**src/rtl/vend_pkg.sv**
```systemverilog
// rtl/vend_pkg.sv - shared state types and change-code helpers for the vend dispenser
package vend_pkg;

    typedef enum logic [1:0] {V_IDLE, V_MOTOR, V_WAIT, V_FAULT} vend_state_t;
    typedef enum logic [1:0] {C_IDLE, C_ON, C_OFF} coin_state_t;

    localparam logic [1:0] CHG_NONE = 2'b00;
    localparam logic [1:0] CHG_5    = 2'b01;
    localparam logic [1:0] CHG_10   = 2'b10;
    localparam logic [1:0] CHG_15   = 2'b11;

    function automatic logic [1:0] coin_count(input logic [1:0] chg);
        case (chg)
            CHG_NONE: return 2'd0;
            CHG_5:    return 2'd1;
            CHG_10:   return 2'd2;
            CHG_15:   return 2'd3;
            default:  return 2'd0;
        endcase
    endfunction

endpackage

```
**src/rtl/cycle_timer.sv**
```systemverilog
// rtl/cycle_timer.sv - loadable down-counter with zero flag
module cycle_timer #(
    parameter int W = 6
) (
    input  logic         clk,
    input  logic         rst,
    input  logic         load,
    input  logic [W-1:0] load_val,
    output logic         zero
);

    logic [W-1:0] cnt;

    always_ff @(posedge clk or negedge rst) begin
        if (!rst) begin
            cnt <= '0;
        end else if (load) begin
            cnt <= load_val;
        end else if (cnt != '0) begin
            cnt <= cnt - 1'b1;
        end
    end

    assign zero = (cnt == '0);

endmodule

```
**src/rtl/vend_dispenser.sv**
```systemverilog
// rtl/vend_dispenser.sv - product motor / drop check and coin-hopper payout with request queues
module vend_dispenser
    import vend_pkg::*;
#(
    parameter int MOTOR_CYCLES = 8,
    parameter int DROP_TIMEOUT = 32,
    parameter int HOP_ON       = 4,
    parameter int HOP_OFF      = 4,
    parameter int VEND_Q_DEPTH = 3,
    parameter int COIN_W       = 4
) (
    input  logic       clk,
    input  logic       rst,
    input  logic       vend_in,
    input  logic [1:0] change_in,
    input  logic       drop_sense,
    output logic       motor_en,
    output logic       hopper_pulse,
    output logic       vend_done,
    output logic       busy,
    output logic       fault,
    output logic       ovf
);

    localparam int TW  = $clog2(MOTOR_CYCLES + DROP_TIMEOUT + HOP_ON + HOP_OFF);
    localparam int QW  = $clog2(VEND_Q_DEPTH + 1);
    localparam int CW1 = COIN_W + 1;

    vend_state_t       vstate;
    coin_state_t       cstate;
    logic [QW-1:0]     pend_v;
    logic [COIN_W-1:0] pend_c;
    logic [COIN_W:0]   c_sum;
    logic              sync1, sync2, sync3;
    logic              drop_rise, drop_seen, done_evt;
    logic              vend_take, coin_take;
    logic              vt_load, vt_zero, ct_load, ct_zero;
    logic [TW-1:0]     vt_val, ct_val;

    assign drop_rise = sync2 & ~sync3;
    assign vend_take = (vstate == V_IDLE) && (pend_v != '0);
    assign coin_take = (pend_c != '0) && ((cstate == C_IDLE) || (cstate == C_OFF && ct_zero));

    // One timer per engine; the load value depends on which phase is being entered.
    assign vt_load = vend_take || (vstate == V_MOTOR && vt_zero);
    assign vt_val  = (vstate == V_IDLE) ? TW'(MOTOR_CYCLES - 1) : TW'(DROP_TIMEOUT - 1);
    assign ct_load = coin_take || (cstate == C_ON && ct_zero);
    assign ct_val  = (cstate == C_ON) ? TW'(HOP_OFF - 1) : TW'(HOP_ON - 1);
    assign c_sum   = {1'b0, pend_c} + CW1'(coin_count(change_in)) - CW1'(coin_take);

    cycle_timer #(.W(TW)) u_vend_timer (
        .clk(clk), .rst(rst), .load(vt_load), .load_val(vt_val), .zero(vt_zero)
    );

    cycle_timer #(.W(TW)) u_coin_timer (
        .clk(clk), .rst(rst), .load(ct_load), .load_val(ct_val), .zero(ct_zero)
    );

    always_ff @(posedge clk or negedge rst) begin
        if (!rst) begin
            sync1 <= 1'b0;
            sync2 <= 1'b0;
            sync3 <= 1'b0;
        end else begin
            sync1 <= drop_sense;
            sync2 <= sync1;
            sync3 <= sync2;
        end
    end

    always_ff @(posedge clk or negedge rst) begin
        if (!rst) begin
            pend_v <= '0;
            pend_c <= '0;
            ovf    <= 1'b0;
        end else begin
            if (vend_in && !vend_take) begin
                if (pend_v == QW'(VEND_Q_DEPTH)) ovf <= 1'b1;
                else                             pend_v <= pend_v + 1'b1;
            end else if (!vend_in && vend_take) begin
                pend_v <= pend_v - 1'b1;
            end
            if (c_sum[COIN_W]) begin
                pend_c <= '1;
                ovf    <= 1'b1;
            end else begin
                pend_c <= c_sum[COIN_W-1:0];
            end
        end
    end

    // Outputs are decoded from the previous cycle's state, so every output lags the FSM by one edge.
    always_ff @(posedge clk or negedge rst) begin
        if (!rst) begin
            vstate    <= V_IDLE;
            motor_en  <= 1'b0;
            done_evt  <= 1'b0;
            vend_done <= 1'b0;
            fault     <= 1'b0;
            drop_seen <= 1'b0;
        end else begin
            motor_en  <= (vstate == V_MOTOR);
            vend_done <= done_evt;
            fault     <= fault | (vstate == V_FAULT);
            done_evt  <= 1'b0;
            if (drop_rise) drop_seen <= 1'b1;
            case (vstate)
                V_IDLE: if (vend_take) begin
                    vstate    <= V_MOTOR;
                    drop_seen <= 1'b0;
                end
                V_MOTOR: if (vt_zero) begin
                    if (drop_seen || drop_rise) begin
                        vstate   <= V_IDLE;
                        done_evt <= 1'b1;
                    end else begin
                        vstate <= V_WAIT;
                    end
                end
                V_WAIT: if (drop_seen || drop_rise) begin
                    vstate   <= V_IDLE;
                    done_evt <= 1'b1;
                end else if (vt_zero) begin
                    vstate <= V_FAULT;
                end
                default: vstate <= V_FAULT;
            endcase
        end
    end

    always_ff @(posedge clk or negedge rst) begin
        if (!rst) begin
            cstate       <= C_IDLE;
            hopper_pulse <= 1'b0;
        end else begin
            hopper_pulse <= (cstate == C_ON);
            case (cstate)
                C_IDLE:  if (coin_take) cstate <= C_ON;
                C_ON:    if (ct_zero) cstate <= C_OFF;
                C_OFF:   if (ct_zero) cstate <= coin_take ? C_ON : C_IDLE;
                default: cstate <= C_IDLE;
            endcase
        end
    end

    always_ff @(posedge clk or negedge rst) begin
        if (!rst) begin
            busy <= 1'b0;
        end else begin
            busy <= (pend_v != '0) || (pend_c != '0) || (vstate != V_IDLE) || (cstate != C_IDLE);
        end
    end

endmodule

```
**config.mk**
```make
export PLATFORM = sky130hd
export DESIGN_NAME = vend_dispenser
export DESIGN_NICKNAME = d
export VERILOG_FILES = /design/src/rtl/vend_pkg.sv /design/src/rtl/cycle_timer.sv /design/src/rtl/vend_dispenser.sv
export SDC_FILE = /design/constraint.sdc
export NUM_CORES = 1
export LEC_CHECK = 0
export ABC_AREA = 1
export CORE_ASPECT_RATIO = 1.5
export CORE_MARGIN = 2
export CORE_UTILIZATION = 25
export CTS_CLUSTER_SIZE = 20
export DETAILED_ROUTE_END_ITERATION = 8
export PLACE_DENSITY_LB_ADDON = 0.05
export SYNTH_ARGS = -nofsm -noshare
export SYNTH_HDL_FRONTEND = slang
export SYNTH_HIERARCHICAL = 1
export SYNTH_SLANG_ARGS = --single-unit
```
**constraint.sdc**
```tcl
create_clock -name clk -period 2.45 [get_ports clk]
set_input_delay 0.49 -clock clk [delete_from_list [all_inputs] [get_ports clk]]
set_output_delay 0.49 -clock clk [all_outputs]
set_load 0.02 [all_outputs]
```
==> impl_metrics.tcl <==
set metrics [dict create \
    synthCells 234 \
    crit_path_max_fanout 5 \
    die_w_um 75.6 \
    boundaryPins 12 \
    maximum_vdd_drop_mv 0.478 \
    detailed_place_hpwl_um 3020 \
    netlist_area_mm2 0.00192 \
    clk_latency_ns 0.27 \
    track_usage_pct 10.9 \
    crit_arrival_ns 2.52 \
    timing.setup.critical_path_class "register to register" \
    grt_first_pass_wirelength_um 7070 \
    die_area_mm2 0.00841 \
    diodes 0 \
    required_ns 2.61 \
    post-route-period-util_pct 96.4 \
    synth-seq-cells 33 \
    postLayoutCoreUtil_pct 33.4 \
    run_status "completed" \
    y_dimension_of_the_die_um 111 \
    synth_area_leaders "sky130_fd_sc_hd__dfrtp_1 43%, sky130_fd_sc_hd__nand2_1 13%, sky130_fd_sc_hd__ha_1 9.8%, sky130_fd_sc_hd__inv_1 7.2%, sky130_fd_sc_hd__nand3_1 4.2%" \
    rsz0062_at_grt "yes" \
    dr_vias_cell 3.99 \
    dr_total_vias 1493 \
    gp_congestion 0.777 \
    hold_violations 0 \
    cts_sinks 33 \
    power_frac_seq_pct 27.6 \
    worstSetupEndpointType "register" \
    tritoncts_clock_tree "built" \
    core_area_mm2 0.00751 \
    drive_above_1_share_pct 21.3 \
    grt.overflow.total 0 \
    synthDominantAreaCellType "sky130_fd_sc_hd__dfrtp_1" \
    dr.first_iter.drc_count 28 \
    tritoncts.num_buffers 5 \
    route.detailed.wl_per_inst_um 10.8 \
    timing.slew.headroom_pct 49.7 \
    post_layout_nonfiller_instances 374 \
    cell_internal_pwr_uw 2010 \
    wl_um 4050 \
    worst_slew_pin_slew_ns 0.755 \
    drc 0 \
    count_of_yosys_warnings_during_synthesis 6 \
    dr.pass1.iters 4 \
    final.setup.worst_slack_ns 0.0881 \
    clock-skew-final_ns 0.00488 \
    place.detailed.instances 362 \
    hold_path_class "input port to async pin" \
    p_sw_uw 1410 \
    worstRegToRegCells 16 \
    postSynthAreaPerCell_um2 8.21 \
    grt_max_degree 34 \
    cts_hold_buffers 0 \
    yosysSeqAreaShare_pct 43.0 \
    grt_pass1_vias 1581 \
    clock_power_share_pct 21.3 \
    count_of_cell_types_in_the_netlist 28 \
    dp_worst_setup_slack_ns -0.0360 \
    combinationalPowerShare_pct 51.1 \
    design_area_mm2 0.00251 \
    htree_num_levels 2 \
    synthToLayoutAreaGrowth_pct 30.7 \
    timing.max_cap.violations 0 \
    cellLeakagePower_uw 0.00124 \
    placementRows 39 \
    placement.io_buffers 11 \
    drtAntennaViolNets 0 \
    placed_area_mm2 0.00224 \
    initial_core_util_pct 25.6 \
    clock_path_buffers 2 \
    finalSetupViolCount 0 \
    cts_root_buf "sky130_fd_sc_hd__clkbuf_16" \
    num-nets-final 293 \
    startpoint_type "register" \
    grt_antenna_before_repair 0 \
    final_max_slew_viol_count 0 \
    synth.top_cell.area_share_pct 43.0 \
    finalWorstPathRequiredPeriod_ns 2.36 \
    layout.filler_cells 838 \
    pwr_density_cell_mw_per_mm2 1360 \
    netSwitchingFraction_pct 41.3 \
    max_clock_freq_ghz 0.423 \
    clkTransAtPathRegs_ns 0.05 \
]
==> cells by family after synthesis <==
family | Yosys count | synth area share (%)
and+or+nand+nor | 117 | 29.7
DFF | 33 | 43.0
buffers and inverters | 42 | 8.60
other | 2 | 0.391
adders and majority gates | 16 | 10.8
AOI/OAI and AO/OA | 21 | 6.12
xor gates and xnor gates | 3 | 1.37
==> path summary, 6_finish.rpt <==
path	from	endpoint	slack, ns
setup / recovery	u_coin_timer/cnt[1]	ovf	0.09
hold / removal	rst	u_vend_timer/cnt[1]	0.28
setup reg to reg	u_coin_timer/cnt[1]	ovf	0.09
hold reg to reg	sync1	sync2	0.35
max in group asynchronous	rst	done_evt	1.68
min in group clk	sync1	sync2	0.35
==> flip-flops by register name (all words and copies together) (netlist names) <==
| name | count |
|---|---|
| motor_en | 1 |
| u_vend_timer/cnt | 6 |
| pend_v | 2 |
| done_evt | 1 |
| vend_done | 1 |
| u_coin_timer/cnt | 6 |
| busy | 1 |
| cstate | 2 |
| sync2 | 1 |
| hopper_pulse | 1 |
| ovf | 1 |
| sync1 | 1 |
| pend_c | 4 |
| fault | 1 |
| drop_seen | 1 |
| vstate | 2 |
| sync3 | 1 |
==> area by class of cell <==
type | count | area, µm² | share of cell area, %
Multi-Input combinational cell | 167 | 1030 | 41.1
Sequential cell | 33 | 826 | 32.9
Timing Repair Buffer | 24 | 203 | 8.07
Tap cell | 102 | 128 | 5.08
Inverter | 40 | 150 | 5.98
Clock inverter | 1 | 30.0 | 1.20
Clock buffer | 7 | 143 | 5.68
==> repair_timing <==
action | CTS | global route
buffers inserted | 1 | 3
gates resized for setup | 3 | 15
setup endpoints to repair | 5 | 5
pin swaps | 4 | 7
==> cells in the final DEF (no fill, tap or decap), drive strengths merged, types with 3 or more instances in the layout <==
master | netlist | final
nand4 | 5 | 5
ha | 15 | 15
nand3b | 4 | 4
a21oi | 3 | 3
clkdlybuf4s50 | 0 | 10
xnor2 | 3 | 3
nand2 | 72 | 72
nor2 | 15 | 15
inv | 40 | 40
dfrtp | 33 | 33
o21ai | 12 | 12
conb | 2 | 10
nand3 | 18 | 18
clkbuf | 0 | 7
buf | 2 | 14
==> power by group through the flow <==
stage / Clock [µW] / Combinational [µW] / Sequential (µW)
3_5_place_dp: 0 / 1610 / 949
4_1_cts: 756 / 1650 / 942
6_report: 730 / 1750 / 944
3_3_place_gp: 0 / 1620 / 954
5_1_grt: 771 / 2060 / 970
2_1_floorplan: 0 / 1190 / 927
==> metrics by stage <==
step	power, µW	hold WS, ns	setup TNS [ns]
after global placement	2580	0.333	0
after global routing	3800	0.363	-0.213
after detailed placement	2560	0.335	-0.0696
final	3420	0.283	0
after floorplan	2120	0.194	0
after CTS	3350	0.330	0
==> Yosys cell counts <==
cell	n
sky130_fd_sc_hd__or2_4	1
sky130_fd_sc_hd__dfrtp_1	33
sky130_fd_sc_hd__nand4_2	2
sky130_fd_sc_hd__nand4_1	3
sky130_fd_sc_hd__ha_1	15
sky130_fd_sc_hd__conb_1	2
sky130_fd_sc_hd__or2_2	1
sky130_fd_sc_hd__buf_4	2
sky130_fd_sc_hd__nor3_1	1
sky130_fd_sc_hd__nor2_2	4
sky130_fd_sc_hd__o31ai_1	1
sky130_fd_sc_hd__o21ai_0	6
sky130_fd_sc_hd__nand3b_1	4
sky130_fd_sc_hd__o211ai_1	1
sky130_fd_sc_hd__nor2_1	7
sky130_fd_sc_hd__inv_1	37
sky130_fd_sc_hd__nand2_1	68
sky130_fd_sc_hd__inv_2	3
sky130_fd_sc_hd__o22ai_1	2
sky130_fd_sc_hd__fa_1	1
sky130_fd_sc_hd__nor2_4	4
sky130_fd_sc_hd__nand3_2	2
sky130_fd_sc_hd__o21ai_1	6
sky130_fd_sc_hd__nand2_2	4
sky130_fd_sc_hd__nand3_1	16
sky130_fd_sc_hd__xnor2_1	3
sky130_fd_sc_hd__o21a_1	2
sky130_fd_sc_hd__a21oi_1	3
==> metal layers <==
metal / vias up / part of all wire (%) / GRT usage (%)
met5: - / 0 / 0
met4: 0 / 1.4 / 3.86
met3: 6 / 1.8 / 2.53
met2: 11 / 55 / 19.6
met1: 681 / 41 / 12.0
li1: 795 / - / -
==> critical path, cell delays in order (launching register included) <==
cell and delay (ns):
sky130_fd_sc_hd__dfrtp_1 0.35, sky130_fd_sc_hd__inv_2 0.06, sky130_fd_sc_hd__ha_4 0.15, sky130_fd_sc_hd__inv_2 0.06, sky130_fd_sc_hd__nor2_4 0.03, sky130_fd_sc_hd__nand3_2 0.07, sky130_fd_sc_hd__inv_2 0.04, sky130_fd_sc_hd__o211ai_1 0.19
sky130_fd_sc_hd__inv_1 0.11, sky130_fd_sc_hd__ha_4 0.27, sky130_fd_sc_hd__inv_2 0.04, sky130_fd_sc_hd__ha_4 0.15, sky130_fd_sc_hd__fa_2 0.35, sky130_fd_sc_hd__nand3_2 0.08, sky130_fd_sc_hd__nand3_2 0.10, sky130_fd_sc_hd__nand2_4 0.13
sky130_fd_sc_hd__nand3_2 0.07
No activity file was read; power rests on OpenSTA's default activity.
==> patch 1: new RTL, config.mk and constraints unchanged <==
Set the parameter `DROP_TIMEOUT` to 64 (it was 32).
--- a/src/rtl/vend_dispenser.sv
+++ b/src/rtl/vend_dispenser.sv
@@ -4,5 +4,5 @@
 #(
     parameter int MOTOR_CYCLES = 8,
-    parameter int DROP_TIMEOUT = 32,
+    parameter int DROP_TIMEOUT = 64,
     parameter int HOP_ON       = 4,
     parameter int HOP_OFF      = 4,
Check against the original RTL: same outputs for any inputs over 10 cycles, from zero or initial values and one cycle with rst low; that may be too few to reach the edited logic, so the function may still have changed.
==> patch 1 against the unedited design <==
  * Total power barely moved
  * Clock skew decreased by 0.0012 ns
  * Highest routed layer unchanged
  * Sequential share of layout area rose by 1.1 points
  * Design area up 2.5%
  * Wire length up 4.7%
  * Worst setup slack improved by 0.024 ns
  * Largest power group unchanged
  * Synthesized area up 7.3%
  * Critical path depth down 2
  * Sequential cell count is 2 higher
  * Non-clock buffer count decreased by 6
  * Via count is 1.7% higher
==> patch 1: results (changes against the unedited design) <==
metric	value	unit	change
status	complete, no violations		
grt_max_degree	36		+5.9%
slowest_delay	0.36	ns	
clock-root-buffer	clkbuf_16		
clk_latency	0.27	ns	about the same
worst_ep_arrival_time	2.49	ns	-0.03 ns
synth_common_cells	nand2_1, inv_1, dfrtp_1		
r2r_setup_slack	0.11	ns	+0.02 ns
largest_registers	u_coin_timer/cnt x7, u_vend_timer/cnt x7, pend_c x4		
rr_startpoint	u_coin_timer/cnt[0]		
p_leak	1.29	nW	+3.8%
routedWlPerCell	11.2	um	+3.1%
first_iter_violations	33		+18%
worstMarginPinSlew	0.848	ns	+0.0932 ns
max-vdd-ir-drop	417	uV	-13%
slowest_stage	fa_2		
grt_use_total	9.92	%	-0.97 points
dp_hpwl	3030	um	+0.47%
grt_pass1_wl	6840	um	-3.2%
final_nets	296		+1.0%
drive_gt1_share	17.1	%	-4.2 points
grt_pass1_vias	1451		-8.2%
synth.distinct_cells	29		+3.6%
rr_worst_depth	14		-2
ys_seq_area_share	42.5	%	-0.50 points
viasPerCell	4.00		+0.14%
ys_top_cells_by_area	dfrtp_1, nand2_1, ha_1		
place.gp.congestion	0.762		-1.9%
skew	0.00373	ns	-0.00115 ns
timing.rr.end	pend_c[3]		
cts_max_level	2		unchanged
holdWs	0.321	ns	+0.0380 ns
## patch 1: changes by cell type after synthesis, moves of 4 or more
cell / delta
nand2_1: -4
xor2_1: +4
nand3_1: +4
nand2_4: +6
nand3b_1: -4
o21ai_0: +4
## patch 1: worst register-to-register path, cell delays in order, from the launching register on
cell      delay (ns)
dfrtp_1         0.35
inv_2           0.06
ha_4            0.16
nand2_4         0.08
nor2_8          0.04
o211ai_1        0.22
inv_1           0.11
ha_4            0.28
inv_2           0.04
ha_4            0.16
fa_2            0.36
nand3_2         0.08
nand3_2         0.09
nand2_4         0.12
nand3_2         0.08
## patch 1: timing repair
item,CTS,global route
pin swaps,2,7
setup endpoints to repair,5,5
cloned,0,0
setup buffers,0,1
gates resized for setup,1,14
## patch 1: worst max path at each step
stage,from,end
finish,u_coin_timer/cnt[0],pend_c[3]
global route,u_coin_timer/cnt[1],pend_c[3]
CTS,u_coin_timer/cnt[0],pend_c[3]
detailed placement,u_coin_timer/cnt[0],pend_c[3]
global placement,u_coin_timer/cnt[0],ovf
floorplan,u_coin_timer/cnt[0],ovf
## patch 1: layout make-up
| cell class | instances | area, um^2 |
|---|---|---|
| fillers | 858 | 5430 |
| multi-input cells | 176 | 1130 |
| flip-flops and latches | 35 | 876 |
| repair buffers | 18 | 158 |
| inverters | 38 | 143 |
| clock buffers | 7 | 133 |
| well taps | 105 | 131 |
| clock inverters | 1 | 5.00 |
## patch 1: stage by stage
step | instances | TNS [ns] | worst slack (ns) | instance area [um^2] | total power [mW]
after detailed placement | 371 | -0.131 | -0.0577 | 2370 | 2.72
after global routing | 380 | -0.0647 | -0.0331 | 2570 | 3.78
after floorplan | 251 | 0 | 0.0332 | 2090 | 2.29
final | 380 | 0 | 0.112 | 2570 | 3.43
after CTS | 379 | 0 | 0.00699 | 2510 | 3.36
after global placement | 371 | 0 | 0.0129 | 2370 | 2.73
## patch 1: cell families after synthesis
group / count (synthesis) / synth area share (%)
compound gates: 25 / 6.92
xor+xnor: 7 / 2.98
fa+ha+maj: 16 / 10.1
buf+inv: 40 / 7.41
flops: 35 / 42.5
other cells: 2 / 0.364
simple gates: 117 / 29.8
## patch 1: metal layers
metal  part of all wire (%)  GRT usage [%]
met5                      0              0
met2                     53           17.7
met4                    1.4           4.21
met1                     44           11.4
met3                    2.0           2.12
## patch 1: where the power goes
group,switching [mW],leakage (nW),internal (mW),total (mW)
logic,1.07,0.815,0.742,1.82
clock network,0.238,0.0679,0.376,0.613
registers,0.182,0.403,0.813,0.995
==> patch 2: new RTL, same flow settings <==
Made on the original files. The 4 states of `vend_state_t` get a one-hot encoding in 4 bits.
--- a/src/rtl/vend_pkg.sv
+++ b/src/rtl/vend_pkg.sv
@@ -2,5 +2,5 @@
 package vend_pkg;
 
-    typedef enum logic [1:0] {V_IDLE, V_MOTOR, V_WAIT, V_FAULT} vend_state_t;
+    typedef enum logic [3:0] {V_IDLE = 4'b0001, V_MOTOR = 4'b0010, V_WAIT = 4'b0100, V_FAULT = 4'b1000} vend_state_t;
     typedef enum logic [1:0] {C_IDLE, C_ON, C_OFF} coin_state_t;
 
Check against the original RTL: no difference found for any inputs over 10 cycles, from zero or initial values and one cycle with rst low; not proved beyond that.
==> patch 2 against the unedited design <==
  * The flow now finishes with violations (setup timing)
  * Global-route usage about the same
  * Total power decreased by 27%
  * Sequential power decreased by 20%
  * Design area increased by 3.8%
  * Sequential cell count increased by 2
  * Clock skew increased by 0.0042 ns
  * Non-clock buffer count increased by 13
  * Worst setup slack got worse by 0.24 ns
  * Synthesized area increased by 3.4%
  * Wire length increased by 2.7%
  * Critical path depth increased by 1
  * Largest cell class unchanged
  * Largest power group unchanged
==> patch 2: results (changes against the unedited design) <==
metric	value	unit	change
grt_pass1_vias	1595		+0.89%
final_nets	308		+5.1%
dp_hpwl	3140	um	+4.1%
seqPwrFrac	30.2	%	+2.6 points
first_iter_violations	48		+71%
drt_wl_total	4160	um	+2.7%
r2r_setup_slack	-0.15	ns	-0.24 ns
crit_end	pend_c[1]		
synthXorXnorAreaFrac	2.58	%	+1.2 points
ys_top_cells_by_area	dfrtp_1, nand2_1, inv_1		
grtUsageMet3	2.15	%	-0.38 points
drt-met1-wl	1670	um	-0.42%
ys_seq_area_share	44.2	%	+1.2 points
largest_registers	u_coin_timer/cnt x6, u_vend_timer/cnt x6		
cts_made_buffers	5		unchanged
grt_use_total	10.8	%	-0.045 points
synth_common_cells	nand2_1, inv_1, dfrtp_1		
finalWorstSetupSlack	-0.147	ns	-0.236 ns
use_met1	11.1	%	-0.86 points
cts-resized-gates	2		-1
grt_max_degree	36		+5.9%
switching_share	36.0	%	-5.3 points
worst_ep_arrival_time	2.76	ns	+0.24 ns
rr_worst_depth	17		+1
drive_gt1_share	24.4	%	+3.1 points
combinationalPower	1.12	mW	-36%
finalSetupTns	-0.685	ns	-0.685 ns
status	complete, but fails checks		
synth-compound-area-share	5.86	%	-0.26 points
p_leak	1.38	nW	+11%
p_int	1.60	mW	-20%
met2_length	2310	um	+3.1%
grt_pass1_wl	7270	um	+2.9%
setup_violations	5		+5
violations	setup timing		
synthAdderAreaFrac	7.94	%	-2.9 points
post_cts.repair.setup_buffers	5		+4
vias	1548		+3.7%
max-vdd-ir-drop	414	uV	-13%
clk_latency	0.29	ns	+0.02 ns
skew	0.00904	ns	+0.00416 ns
met2_usage	20.4	%	+0.82 points
max_slew_margin	44.3	%	-5.4 points
fillers	843		+0.60%
## patch 2: cell types whose count changed after synthesis, sizes merged, moves of 2 or more
cell	unedited run	this run
o22ai	2	0
inv	40	44
o21a	2	0
nand3	18	13
ha	15	11
o21ai	12	14
nor2	15	17
nand2	72	75
xor2	0	3
## patch 2: area by class of cell
type | count | area share, %
clock buffer | 5 | 4.80
clock inverter | 3 | 0.768
inverter | 44 | 6.33
multi-input combinational | 167 | 38.1
sequential | 35 | 33.6
tap | 102 | 4.89
timing repair buffer | 37 | 11.5
## patch 2: through the flow
stage	utilization, %	std cells	area (um^2)	worst slack, ns	hold WS, ns
finish	34.0	393	2610	-0.147	0.307
detailed placement	31.1	377	2390	-0.175	0.335
floorplan	-	248	2030	-0.0829	0.194
global placement	31.1	377	2390	-0.128	0.332
CTS	33.7	390	2580	-0.166	0.341
global route	34.0	393	2610	-0.313	0.369
